==> config.mk <==
export PLATFORM = sky130hd
export DESIGN_NAME = elevator_call_manager
export DESIGN_NICKNAME = d
export VERILOG_FILES = /design/src/rtl/elevator_call_manager.sv
export SDC_FILE = /design/constraint.sdc
export NUM_CORES = 1
export LEC_CHECK = 0
export CAP_MARGIN = 20
export CELL_PAD_IN_SITES_DETAIL_PLACEMENT = 0
export CELL_PAD_IN_SITES_GLOBAL_PLACEMENT = 1
export CORE_AREA = 3 3 40 42
export DETAILED_ROUTE_END_ITERATION = 16
export DIE_AREA = 0 0 43 45
export PLACE_DENSITY = 0.71
export SETUP_SLACK_MARGIN = 0.15
export SLEW_MARGIN = 10
export SYNTH_ARGS = -nofsm -noshare
export SYNTH_HDL_FRONTEND = slang
export SYNTH_SLANG_ARGS = --single-unit
==> constraint.sdc <==
create_clock -name clk -period 2.07 [get_ports clk]
set_clock_uncertainty 0.2 [all_clocks]
set_input_delay 0.414 -clock clk [delete_from_list [all_inputs] [get_ports clk]]
set_output_delay 0.414 -clock clk [all_outputs]
set_load 0.01 [all_outputs]
==> src/rtl/elevator_call_manager.sv <==
// elevator_call_manager: two-floor call latch and request sequencer; define ELEV_CALL_RETRY_EN to re-issue unserved requests
module elevator_call_manager #(
  parameter int RETRY_CYCLES = 16
) (
  input  logic       clk,
  input  logic       rst,
  input  logic       btn0,
  input  logic       btn1,
  input  logic       floor,
  input  logic       moving,
  output logic       req0,
  output logic       req1,
  output logic [1:0] pending,
  output logic       busy
);
  typedef enum logic [1:0] {IDLE, ISSUE, WAIT} state_t;
  state_t state, state_n;
  logic [1:0] s1, s2, s3, clr;
  logic target, target_n, served, retry;
  assign clr = {floor & ~moving, ~floor & ~moving};
  assign served = (floor == target) && !moving;
  assign busy = state != IDLE;
`ifdef ELEV_CALL_RETRY_EN
  logic [7:0] cnt;
  assign retry = cnt == 8'(RETRY_CYCLES - 1);
  // wait counter held at zero outside WAIT so it restarts on every entry
  always_ff @(posedge clk or posedge rst)
    if (rst) cnt <= '0;
    else cnt <= state == WAIT ? cnt + 8'd1 : 8'd0;
`else
  assign retry = 1'b0;
`endif
  // synchronize buttons, detect rising edges, latch calls; arrival clears win over new presses
  always_ff @(posedge clk or posedge rst)
    if (rst) begin
      s1 <= '0;
      s2 <= '0;
      s3 <= '0;
      pending <= '0;
    end else begin
      s1 <= {btn1, btn0};
      s2 <= s1;
      s3 <= s2;
      pending <= (pending | (s2 & ~s3)) & ~clr;
    end
  // next state: dispatch the opposite-floor call when idle, hold in WAIT until served
  always_comb begin
    state_n = state;
    target_n = target;
    case (state)
      IDLE: begin
        state_n = pending[~floor] && !moving ? ISSUE : IDLE;
        target_n = pending[~floor] && !moving ? ~floor : target;
      end
      ISSUE: state_n = WAIT;
      WAIT: state_n = served ? IDLE : retry ? ISSUE : WAIT;
      default: state_n = IDLE;
    endcase
  end
  // state, target and registered request pulses aligned with ISSUE
  always_ff @(posedge clk or posedge rst)
    if (rst) begin
      state <= IDLE;
      target <= 1'b0;
      req0 <= 1'b0;
      req1 <= 1'b0;
    end else begin
      state <= state_n;
      target <= target_n;
      req0 <= state_n == ISSUE && !target_n;
      req1 <= state_n == ISSUE && target_n;
    end
endmodule
-- Word-level counts from Yosys, hierarchy flattened
Cells that the tools add are included.
- bits in registers: 13
- input bits: 6
- logic and storage cells: 37
- magnitude comparators: 1
- eq/ne operators: 4
- muxes and demuxes: 7
- bitwise logic cells: 9
- reductions and logical operators: 8
- operator list (operator ; number):
    one-hot mux 2 bit (3 select lines) ; 1
    two-way mux 1 bit ; 5
    bitwise AND 2 bit ; 2
    equality test 2 x 1 -> 1 bit (second input constant) ; 2
    logical AND 1 bit ; 4
    inverter 2 bit ; 2
    bitwise AND 1 bit ; 2
    equality test 2 bit (second input constant) ; 1
    zero test 1 bit ; 2
    zero test 2 bit ; 1
    less-than comparator 1 x 2 -> 1 bit (second input constant) ; 1
    two-way mux 2 bit ; 1
    inverter 1 bit ; 2
    bitwise OR 2 bit ; 1
    nonzero test 2 bit ; 1
    equality test 1 bit ; 1

-- Longest topological paths before layout
- depth after elaboration: 8
- mapped depth: 3

-- Least setup slack after synthesis
Ideal clock, no wire load.
- path kind: reg-to-output
- from: reg state[0]
- to: out busy
- arrival: 0.695 ns
- required time: 1.456 ns
- path slack: 0.761 ns
- cell stages (with the launch flop): 2
- path buffers: 0
- cell sequence: dfrtp_1 -> or2_2
- longest elaborated chain between the ends: 1
- RTL lines (element ; RTL line ; RTL):
    start, declared ; 17 ; state_t state, state_n;
    start signal, assigned ; 68 ; state <= state_n;
    nonzero test 2 bit ; 22 ; assign busy = state != IDLE;
    end, declared ; 14 ; output logic busy
Every way passes these cells.

-- Final worst setup path
Ends and elaborated chain as after synthesis.

==> metrics.txt <==
status complete, no violations; Worst setup EP type output pin; # clock sinks 13; EDFF count, synth 0; asr flop ratio synth 100%; clk root buf clkbuf_4; Mean Syn Cell Area 13.0 sq um; Critical Path Fanout Max 4; switching fraction of total power 25.1%; min setup slack post-route 220 ps; share of layout cells above drive strength 1 14.0%; number of global-route vias before repair 295; Synth Instances 35; Synth Flop Type dfrtp_1; CP Depth 2; H-tree Lvls 1; Seq cells post-synth 13; Layout Cells excl Fill 65; logic gate share of total power 23.0%; critical path arrival 1240 ps; Hold Path Sink s2[1]; routed length per instance 11.0 um; net switching power 0.146 mW; path type of the worst setup path reg2out; fin crit period 1850 ps; total global routing overflow 0; period utilization 89.4%; R2R cell count 4; die area 1940 sq um; Reg clk slew, reported paths 70 ps; Int Pwr 0.434 mW; top-count cell post-synth dfrtp_1; die width 43 um; post-DP HPWL 557 um; Layout Utilization 47.1%; vias 278; Least-Margin Pin Slew 483 ps; num ports 11; core box area 1280 sq um; final slew viol count 0; relative slew slack 67.8%; post-synth top area share 71.6%; starting density of the core 35.3%; Initial DRT Pass Iterations 1; crit-path max cell delay 410 ps; port bufs 10; maximum clock path buffer count 2; clock share of power 24.9%; TritonCTS clock tree done; Peak Freq 541 MHz; DP Cell Count 60; Unique masters post-synth 14; Fillers 117; part of the power in registers 52.1%; area leader, netlist dfrtp_1; placed cell area 573 sq um; Synth area leaders dfrtp_1 (72%), a21oi_1 (4.4%), nor2b_1 (4.1%), inv_1 (3.3%), nor2_4 (2.5%); gr usage total 8.54%; post-DR vias/cell 4.28; DIE HEIGHT 45 um; worst hold-check path type reg2reg; largest net degree at the start of global routing 14; CTS buffer count 3; R2R Path End target; post-synthesis net count 41; number of remaining DRC errors 0; Pleak 0.277 nW; r2r setup slk 660 ps; Fin. Hold Viols 0; Core Rows 13; Nets 57; first-pass GRT wire length 1.21 mm; Top Family by Delay on Critical Path flip-flops; Final ANT Viol Nets 0; design area 606 sq um; hold_sp s1[1]; Buf/Inv on CP 1; power density over the cells 957 nW/um^2; unrepaired setup endpoints after global routing false; GPL Wtd Cong 0.709; Final setup viols 0; CP required 1460 ps; crit path launch type flip-flop; r2r startpoint state[1]; Hold Path Stages 0; worst ir drop on vdd 0.000287 V; DRT iter0 DRCs 0; Detailed Route WL 714 um; synth cell count leaders dfrtp_1 (13), a21oi_1 (4), inv_1 (4); CP cell instances or2_2 -> dlygate4sd2_1; clk_lat worst skew 260 ps; Critical Path Source state[0]; Power, Total 0.580 mW; Setup Slack @ Placement 257 ps; register area share after synthesis 71.6%; Area Overhead vs Synth 33.3%; Max Cap Viol 0; final setup TNS 0 ps; Ys Warns 0; final hold slack 154 ps; Inserted Diodes 0; synthesized cell area 454 sq um; slowest CP cell dfrtp_1; initial antenna violation count 0
## registers in the layout (all words and copies together) (netlist names)
signal / cells
s1: 2
req1: 1
s3: 2
req0: 1
s2: 2
pending: 2
target: 1
state: 2
## cell families after synthesis
| group | synth area share [%] |
|---|---|
| DFF | 71.6 |
| and+or+nand+nor | 15.7 |
| AOI/OAI and AO/OA | 9.37 |
| buffers and inverters | 3.30 |
## worst reg2reg max path, delay by kind of cell, from the launching register on
kind / cells / cell delay [ps]
DFF: 1 / 380
and+or+nand+nor: 3 / 570
buffers and inverters: 1 / 150
## worst max path at each step
stage | to
after floorplan | busy
after global placement | target
after detailed placement | target
after CTS | busy
after global routing | pending[1]
final | busy
## layer usage
metal / part of all wire [%] / vias up / global-route usage (%)
met4: 0 / 0 / 3.61
met3: 7.1 / 0 / 2.39
met5: 0 / - / 0
li1: - / 145 / -
met2: 49 / 9 / 15.9
met1: 43 / 124 / 9.09
## power by group through the flow
| stage | combinational [mW] | sequential (mW) | clock [mW] |
|---|---|---|---|
| after global routing | 0.146 | 0.306 | 0.165 |
| after detailed placement | 0.123 | 0.314 | 0 |
| final | 0.133 | 0.302 | 0.144 |
| after floorplan | 0.0653 | 0.311 | 0 |
| after global placement | 0.121 | 0.310 | 0 |
| after CTS | 0.136 | 0.302 | 0.153 |
## layout by cell type, fill, tap and decap left out
cell type and n:
o21ai_0 1, clkbuf_1 1, nor2_1 1, buf_4 1, dlygate4sd2_1 1, a21oi_1 4
dfrtp_1 13, nor2_4 1, clkbuf_4 3, nor3_1 2, o22a_1 1, inv_1 4
nand2_1 1, or3_4 1, clkdlybuf4s50_1 9, o311ai_1 1, nand2b_1 1, or2_2 1
nor2b_1 3
## layout make-up
type / instances / area (sq um) / area share (%)
Clock buffer: 4 / 26.3 / 4.34
Inverter: 4 / 15.0 / 2.48
Multi-Input combinational cell: 18 / 114 / 18.8
Sequential cell: 13 / 325 / 53.7
Tap cell: 15 / 18.8 / 3.10
Timing Repair Buffer: 11 / 106 / 17.6
## timing repair
| action | 4_1_cts | 5_1_grt |
|---|---|---|
| gates resized for setup | 1 | 0 |
| hold buffers | 0 | 0 |
| setup endpoints to repair | 1 | 0 |
| buffers inserted | 1 | 0 |
No activity file was read; power rests on OpenSTA's default activity.
